### src/rtl/rom_loader_pkg.sv
// Shared types and helpers for the ROM download router.
package rom_loader_pkg;

   typedef enum logic [1:0] {IDLE, LOAD, HOLD} state_e;

   localparam int unsigned LANE_MAX = 4;
   localparam int unsigned LANE_W   = $clog2(LANE_MAX);
   localparam int unsigned DATA_W   = 32;

   // Pull field idx of width w out of a packed per-region parameter vector.
   function automatic logic [31:0] reg_field(input logic [511:0] vec,
                                             input int unsigned idx,
                                             input int unsigned w);
      logic [511:0] sh;
      sh = vec >> (idx * w);
      return sh[31:0] & ((32'd1 << w) - 32'd1);
   endfunction

endpackage

### src/rtl/rom_loader_dec.sv
// Combinational region decoder: first (lowest-index) matching region, lane and word offset.
module rom_loader_dec
   import rom_loader_pkg::*;
#(
   parameter int unsigned        NREG       = 8,
   parameter int unsigned        AW         = 25,
   parameter logic [NREG*AW-1:0] REG_BASE   = '0,
   parameter logic [NREG*5-1:0]  REG_SZLOG2 = '0,
   parameter logic [NREG*3-1:0]  REG_BYTES  = '0
) (
   input  logic [AW-1:0]     addr_i,
   output logic              hit_o,
   output logic [3:0]        idx_o,
   output logic [LANE_W-1:0] lane_o,
   output logic              last_o,
   output logic [AW-1:0]     offset_o
);

   logic [AW-1:0]     f_base;
   logic [4:0]        f_szl;
   logic [2:0]        f_bytes;
   logic [AW-1:0]     low;
   logic [LANE_W-1:0] lmask;
   logic [1:0]        lg;

   always_comb begin
      hit_o    = 1'b0;
      idx_o    = '0;
      lane_o   = '0;
      last_o   = 1'b0;
      offset_o = '0;
      f_base   = '0;
      f_szl    = '0;
      f_bytes  = '0;
      low      = '0;
      lmask    = '0;
      lg       = '0;
      for (int unsigned r = 0; r < NREG; r++) begin
         f_base  = AW'(reg_field(512'(REG_BASE), r, AW));
         f_szl   = 5'(reg_field(512'(REG_SZLOG2), r, 5));
         f_bytes = 3'(reg_field(512'(REG_BYTES), r, 3));
         low     = AW'((32'd1 << f_szl) - 32'd1);
         case (f_bytes)
            3'd4:    begin lmask = 2'b11; lg = 2'd2; end
            3'd2:    begin lmask = 2'b01; lg = 2'd1; end
            default: begin lmask = 2'b00; lg = 2'd0; end
         endcase
         if (!hit_o && (((addr_i ^ f_base) & ~low) == '0)) begin
            hit_o    = 1'b1;
            idx_o    = 4'(r);
            lane_o   = addr_i[LANE_W-1:0] & lmask;
            last_o   = ((addr_i[LANE_W-1:0] & lmask) == lmask);
            offset_o = (addr_i & low) >> lg;
         end
      end
   end

endmodule

### src/rtl/rom_loader.sv
// Routes the ioctl ROM byte stream into per-region word writes and holds the core in reset.
// Define ROM_LOADER_CKSUM_EN to build the running byte checksum on O_CKSUM.
module rom_loader
   import rom_loader_pkg::*;
#(
   parameter int unsigned        NREG       = 8,
   parameter int unsigned        AW         = 25,
   parameter logic [7:0]         ROM_INDEX  = 8'h00,
   parameter logic [NREG*AW-1:0] REG_BASE   = '0,
   parameter logic [NREG*5-1:0]  REG_SZLOG2 = '0,
   parameter logic [NREG*3-1:0]  REG_BYTES  = '0,
   parameter logic [NREG-1:0]    REG_SWAP   = '0,
   parameter int unsigned        HOLD_CYC   = 16
) (
   input  logic              I_CLK,
   input  logic              I_RESET,
   input  logic              I_DL,
   input  logic              I_WR,
   input  logic [7:0]        I_INDEX,
   input  logic [AW-1:0]     I_ADDR,
   input  logic [7:0]        I_DATA,
   output logic [NREG-1:0]   O_WE,
   output logic [AW-1:0]     O_ADDR,
   output logic [DATA_W-1:0] O_DATA,
   output logic              O_BUSY,
   output logic              O_DONE,
   output logic              O_ERR,
   output logic [15:0]       O_CKSUM
);

   logic              dec_hit;
   logic [3:0]        dec_idx;
   logic [LANE_W-1:0] dec_lane;
   logic              dec_last;
   logic [AW-1:0]     dec_offset;

   rom_loader_dec #(
      .NREG       (NREG),
      .AW         (AW),
      .REG_BASE   (REG_BASE),
      .REG_SZLOG2 (REG_SZLOG2),
      .REG_BYTES  (REG_BYTES)
   ) u_dec (
      .addr_i   (I_ADDR),
      .hit_o    (dec_hit),
      .idx_o    (dec_idx),
      .lane_o   (dec_lane),
      .last_o   (dec_last),
      .offset_o (dec_offset)
   );

   state_e            state_q, state_d;
   logic [7:0]        cnt_q, cnt_d;
   logic [DATA_W-1:0] acc_q, acc_d;
   logic [NREG-1:0]   we_q, we_d;
   logic [AW-1:0]     addr_q, addr_d;
   logic [DATA_W-1:0] data_q, data_d;
   logic              done_q, done_d;
   logic              err_q, err_d;
   logic              dl_q;
   logic              first_q, first_d;
   logic [AW-1:0]     prev_q, prev_d;

   logic              accept, dl_rise, first_byte, swap;
   logic [NREG-1:0]   onehot;
   logic [DATA_W-1:0] acc_base, word;

   always_comb begin
      accept     = I_WR && I_DL && (I_INDEX == ROM_INDEX);
      dl_rise    = I_DL && !dl_q;
      first_byte = first_q || dl_rise;

      for (int unsigned r = 0; r < NREG; r++) begin
         onehot[r] = (dec_idx == 4'(r));
      end
      swap = |(onehot & REG_SWAP);

      // Lane 0 starts a fresh word so no stale bytes leak into it.
      acc_base = (dec_lane == '0) ? '0 : acc_q;
      if (swap) begin
         word = acc_base | (DATA_W'(I_DATA) << {dec_lane, 3'b000});
      end else begin
         word = {acc_base[DATA_W-9:0], I_DATA};
      end

      state_d = state_q;
      cnt_d   = cnt_q;
      done_d  = 1'b0;
      unique case (state_q)
         IDLE: if (accept) state_d = LOAD;
         LOAD: begin
            if (!I_DL) begin
               state_d = HOLD;
               cnt_d   = '0;
            end
         end
         HOLD: begin
            if (I_DL) begin
               state_d = LOAD;
            end else if (cnt_q == 8'(HOLD_CYC - 1)) begin
               state_d = IDLE;
               done_d  = 1'b1;
            end else begin
               cnt_d = cnt_q + 8'd1;
            end
         end
         default: state_d = IDLE;
      endcase

      acc_d  = acc_q;
      we_d   = '0;
      addr_d = addr_q;
      data_d = data_q;
      if (accept && dec_hit) begin
         acc_d = word;
         if (dec_last) begin
            we_d   = onehot;
            addr_d = dec_offset;
            data_d = word;
         end
      end

      err_d = err_q;
      if (dl_rise) err_d = 1'b0;
      if (accept && dec_hit && !first_byte && (dec_lane != '0) &&
          (I_ADDR != prev_q + AW'(1))) begin
         err_d = 1'b1;
      end

      first_d = first_q;
      if (dl_rise) first_d = 1'b1;
      if (accept)  first_d = 1'b0;
      prev_d = accept ? I_ADDR : prev_q;
   end

   always_ff @(posedge I_CLK or posedge I_RESET) begin
      if (I_RESET) begin
         state_q <= IDLE;
         cnt_q   <= '0;
         acc_q   <= '0;
         we_q    <= '0;
         addr_q  <= '0;
         data_q  <= '0;
         done_q  <= 1'b0;
         err_q   <= 1'b0;
         dl_q    <= 1'b0;
         first_q <= 1'b1;
         prev_q  <= '0;
      end else begin
         state_q <= state_d;
         cnt_q   <= cnt_d;
         acc_q   <= acc_d;
         we_q    <= we_d;
         addr_q  <= addr_d;
         data_q  <= data_d;
         done_q  <= done_d;
         err_q   <= err_d;
         dl_q    <= I_DL;
         first_q <= first_d;
         prev_q  <= prev_d;
      end
   end

`ifdef ROM_LOADER_CKSUM_EN
   logic [15:0] cksum_q, cksum_d;

   always_comb begin
      cksum_d = cksum_q;
      if (accept) begin
         cksum_d = (state_q == IDLE) ? 16'(I_DATA) : cksum_q + 16'(I_DATA);
      end
   end

   always_ff @(posedge I_CLK or posedge I_RESET) begin
      if (I_RESET) cksum_q <= '0;
      else         cksum_q <= cksum_d;
   end

   assign O_CKSUM = cksum_q;
`else
   assign O_CKSUM = '0;
`endif

   assign O_WE   = we_q;
   assign O_ADDR = addr_q;
   assign O_DATA = data_q;
   assign O_BUSY = (state_q != IDLE);
   assign O_DONE = done_q;
   assign O_ERR  = err_q;

endmodule

### config.mk
export PLATFORM = sky130hd
export DESIGN_NAME = rom_loader
export DESIGN_NICKNAME = d
export VERILOG_FILES = /design/src/rtl/rom_loader_pkg.sv /design/src/rtl/rom_loader_dec.sv /design/src/rtl/rom_loader.sv
export SDC_FILE = /design/constraint.sdc
export NUM_CORES = 1
export LEC_CHECK = 0
export BUFFER_PORTS_ARGS = -buffer_cell sky130_fd_sc_hd__buf_4
export CELL_PAD_IN_SITES_DETAIL_PLACEMENT = 0
export CELL_PAD_IN_SITES_GLOBAL_PLACEMENT = 1
export CORE_ASPECT_RATIO = 1.5
export CORE_UTILIZATION = 44
export DETAILED_ROUTE_END_ITERATION = 12
export PLACE_DENSITY_LB_ADDON = 0.08
export SLEW_MARGIN = 20
export SYNTH_ARGS = -nofsm -noshare
export SYNTH_HDL_FRONTEND = slang
export SYNTH_HIERARCHICAL = 1
export SYNTH_SLANG_ARGS = --single-unit
### constraint.sdc
create_clock -name I_CLK -period 5.5 [get_ports I_CLK]
set_input_delay 0.825 -clock I_CLK [delete_from_list [all_inputs] [get_ports I_CLK]]
set_output_delay 0.825 -clock I_CLK [all_outputs]
set_load 0.02 [all_outputs]
# Word-level counts from Yosys, hierarchy flattened
# Index checks and enable logic that the tools add are counted.
# word_totals
out_inout_bits,84
wordCells,76
ff_bits,27
in_bits,45
# classes
addsub,1
n_eq_ne,15
mux,29
n_reduce_logical,26
# op_table
op,n
$mux W8,5
$logic_not A25 Y1,1
$mux W4,6
$eq A4 B3 Y1 const B,4
$pmux W8 S2,1
$mux W1,12
$logic_and A1 B1 Y1,10
$add A8 B1 Y8 const B,1
$eq A4 B2 Y1 const B,2
$eq A8 B4 Y1 const B,1
$logic_not A8 Y1,1
$mux W2,4
$ne A2 B2 Y1 const B,4
$logic_not A1 Y1,7
$pmux W2 S3,1
$eq A4 B1 Y1 const B,1
$logic_not A4 Y1,1
$reduce_and A4 Y1,1
$reduce_bool A2 Y1,2
$ne A3 B3 Y1 const B,1
$reduce_and A3 Y1,1
$eq A2 B1 Y1 const B,1
$eq A2 B2 Y1 const B,1
$logic_not A2 Y1,1
$reduce_and A2 Y1,1

# Longest topological paths before layout
# depth
word_depth,26
mapped_depth,10
mapped_depth_nobuf,8

# By module
# Netlist, hierarchy kept.
# by_module_without_submodules
module,n_inst,cells_each,seq_area_each_um2,area_per_inst_um2
rom_loader,1,616,3204.3,5944.5
rom_loader_dec,1,43,0.0,299.0

# Worst setup path before layout
# Ideal clock, no wire load.
# synth_timing
kind,input to register
from,input port I_ADDR[1]
to,register data_q[0] (netlist: O_DATA[0])
stages,10
required_ns,5.383
setup_ns,0.117
path_slack_ns,3.169
t_arrival_ns,2.214
path_buffers,2
path_cell_list,nor4_1 -> nand4_1 -> nor2_1 -> inv_1 -> nor2_4 -> nand2_1 -> buf_2 -> clkbuf_1 -> nand2_1 -> nand2_1
# synth_between
elab_chain_cells,25
# synth_rtl
element,line,source
start: declaration,rom_loader.sv:20,"input logic [AW-1:0] I_ADDR,"
$logic_not A25 Y1 *,rom_loader_dec.sv:48,if (!hit_o && (((addr_i ^ f_base) & ~low) == '0)) begin
$mux W1,rom_loader_dec.sv:48,
$logic_not A1 Y1,rom_loader_dec.sv:48,
$logic_and A1 B1 Y1,rom_loader_dec.sv:48,
$mux W1,rom_loader_dec.sv:48,
$logic_not A1 Y1,rom_loader_dec.sv:48,
$logic_and A1 B1 Y1,rom_loader_dec.sv:48,
$mux W1,rom_loader_dec.sv:48,
[10 not listed],n/a,
$logic_and A1 B1 Y1,rom_loader_dec.sv:48,
$mux W1,rom_loader_dec.sv:48,
$logic_not A1 Y1,rom_loader_dec.sv:48,
$logic_and A1 B1 Y1,rom_loader_dec.sv:48,
$mux W1 *,rom_loader_dec.sv:48,
net dec_hit,rom_loader.sv:31,logic dec_hit;
$logic_and A1 B1 Y1,n/a,
$reduce_and A2 Y1 (no line) *,n/a,
end signal: assignment,rom_loader.sv:155,data_q <= data_d;
end: declaration,rom_loader.sv:57,"logic [DATA_W-1:0] data_q, data_d;"
# Mark *: on every way through the listed nets, which the timed path passes. The rest lies on a longest branch.
# A chain may end at the register's enable or synchronous reset.

==> metrics <==
post-layout worst setup margin=2410 ps; endpoint class of the critical path=flip-flop; Area Overhead vs Synth=22.5%; max_slew headroom=0.399; TritonRoute pass-1 iters=4; Power Total=2.30 mW; PortBufs=112; CTS buffer count=17; row count=53; register area=3200 um2; initial antenna violation count=0; clock skew=a little under 6 ps; H-tree depth=4; worst-margin pin slew=898 ps; CTS tree=yes; Crit path required time=between 5000 and 6000 ps; RSZ-0062 raised after global routing=no; Post-synth top flop=dfrtp_1; mapped cell area=6240 um2; Initial Util=0.448; DP Worst Slack=1970 ps; setup tns final=0 ps; post-CTS setup buffers=0; Final Slew Violations=0; worst vdd ir=between 0.15 and 0.2 mV; detailed-route wire length=13.8 mm; Critical Path AT=3360 ps; Filler cells=between 1k and 1.5k; Post-Syn Instances=about 660; # DRC=0; Final ANT Viol Nets=0; syn avg cell area=9.47 um2; Crit Path Category=input pin to flip-flop; fin nets=812; global-route wire length before repair=23.1 mm; min-delay worst type=input pin to async pin; Period minus WS final=between 3000 and 4000 ps; register area share after synthesis=0.513; Placer Congestion=approximately 0.84; max_cap viols=0; Skew-Pair Late Insertion Delay=about 410 ps; Syn. warnings=6; I/O pins=129; vias in the first global route=4684; EDFF count, synth=0; die height=between 100 and 150 um; FMAX=~320 MHz; post-synthesis async set-or-reset flop share=1.00; Congestion Overflow GR=0; DIE AREA=between 10000 and 15000 um2; CTS clk-pin slew, worst paths=around 60 ps; Cell variety after synth=58; Final HPWL DP=between 9 and 10 mm; commonest non-fill, non-tap cell in the layout=nand2_1; crit-path max FO=between 40 and 50; Final Non-Filler Cells=approximately 940; starting DRC count in detailed routing=~200; multi-input logic area=2690 um2; vias post-DR=roughly 4.7k; post-placement cell count=around 910; LEAKAGE=3.88 nW; outcome=completed; Critical Path Start Type=input pin; CTS sink cnt=128; layout cells sized above 1=0.238; die width=between 90 and 100 um; cts hold-fix bufs=0; Max Root-Sink Buffers=2; # resized after CTS=0; antenna cells=0; Pwr Density=301 nW/um2; commonest cells after routing, fill and taps aside=nand2_1, dfrtp_1, buf_4; gr usage total=0.202; Hold Vio Cnt, Final=0; # setup viols final=0; Final Cycle Share=0.561; largest net degree at the start of global routing=63; core box area=about 14000 um2; via-per-instance ratio=5.01; Root Buffer=clkbuf_16; flops & latches, synth=128; wire per inst=roughly 15 um
==> final timing paths <==
check	start	to	slack, ps	depth (start not counted)
worst max-delay path	I_ADDR[6]	O_DATA[23]	2410	10
worst min-delay path	I_RESET	O_DONE	410	2
worst max register to register	prev_q[0]	O_ERR	3090	7
worst min register to register	O_DATA[25]	O_DATA[25]	470	2
max in group asynchronous	I_RESET	acc_q[20]	3950	3
min in group I_CLK	O_DATA[25]	O_DATA[25]	470	2
==> cells in the mapped netlist, drive strengths merged, types with 2 or more instances <==
| cell | n | area (um2) |
|---|---|---|
| or2 | 2 | 12.5 |
| nand3 | 21 | 105 |
| conb | 2 | 7.51 |
| xor2 | 19 | 166 |
| nand4b | 3 | 26.3 |
| mux2i | 3 | 30.0 |
| buf | 61 | 433 |
| and4 | 6 | 55.1 |
| o22ai | 3 | 18.8 |
| o21ai | 39 | 195 |
| nand2b | 2 | 12.5 |
| a31oi | 3 | 18.8 |
| or3 | 2 | 12.5 |
| xnor2 | 21 | 184 |
| nor4 | 16 | 113 |
| nand4bb | 2 | 22.5 |
| and3 | 2 | 12.5 |
| nand4 | 8 | 65.1 |
| clkbuf | 14 | 52.6 |
| nor2 | 21 | 86.3 |
| nand3b | 2 | 15.0 |
| a21oi | 9 | 45.0 |
| a311oi | 2 | 17.5 |
| nor3b | 2 | 15.0 |
| mux2 | 24 | 270 |
| o31ai | 2 | 15.0 |
| nor3 | 8 | 40.0 |
| nor2b | 4 | 25.0 |
| nor4b | 2 | 17.5 |
| dfrtp | 127 | 3180 |
| ha | 2 | 25.0 |
| inv | 10 | 37.5 |
| nand2 | 197 | 739 |
==> cells by family after synthesis <==
family          after synthesis  share of synthesized area
simple gates                306                      0.229
xor+xnor                     40                     0.0561
flops                       128                      0.513
compound gates               69                     0.0647
other cells                   2                    0.00120
buf+inv                      85                     0.0838
mux                          27                     0.0481
fa+ha+maj                     2                    0.00401
==> per-stage QoR <==
step / hold slack, ps / area [um2] / util
after CTS: 417 / 7650 / 0.549
final: 409 / 7650 / 0.549
after detailed placement: 457 / 7020 / 0.504
after global routing: 444 / 7650 / 0.549
after floorplan: 446 / 6410 / -
after global placement: 452 / 7020 / 0.504
==> power by group <==
group | internal, mW | leakage (nW) | switching (mW) | total, mW
Clock | 0.772 | 0.307 | 0.424 | 1.20
Combinational | 0.0527 | 1.79 | 0.0795 | 0.132
Sequential | 0.955 | 1.78 | 0.0157 | 0.971
==> cell type report <==
class / instances / share of cell area
sequential: 128 / 0.419
multi-input combinational: 491 / 0.352
timing repair buffer: 117 / 0.115
clock buffer: 19 / 0.0579
tap: 165 / 0.0270
clock inverter: 13 / 0.0244
inverter: 10 / 0.00524
==> worst max-delay path, cell delays in order <==
cell,delay [ps]
buf_4,120
nor4_1,390
nand4_1,200
nor2_1,260
inv_1,110
nor2_4,230
nand2_2,550
buf_4,460
nand2_1,100
o21ai_0,80
==> per-layer routing <==
metal / vias up / track usage / routed length (um)
met5: - / 0 / 0
met4: 0 / 0.0949 / 414
met3: 28 / 0.0454 / 578
met2: 125 / 0.342 / 7060
met1: 2234 / 0.242 / 5800
li1: 2337 / - / -
==> flip-flops by register name, indices dropped and copies added (netlist names) <==
name,cells
first_q,1
O_DATA,32
cnt_q,8
acc_q,24
O_ERR,1
dl_q,1
O_ADDR,25
state_q,2
prev_q,25
O_WE,8
O_DONE,1
Power figures use the tool's default switching activity.
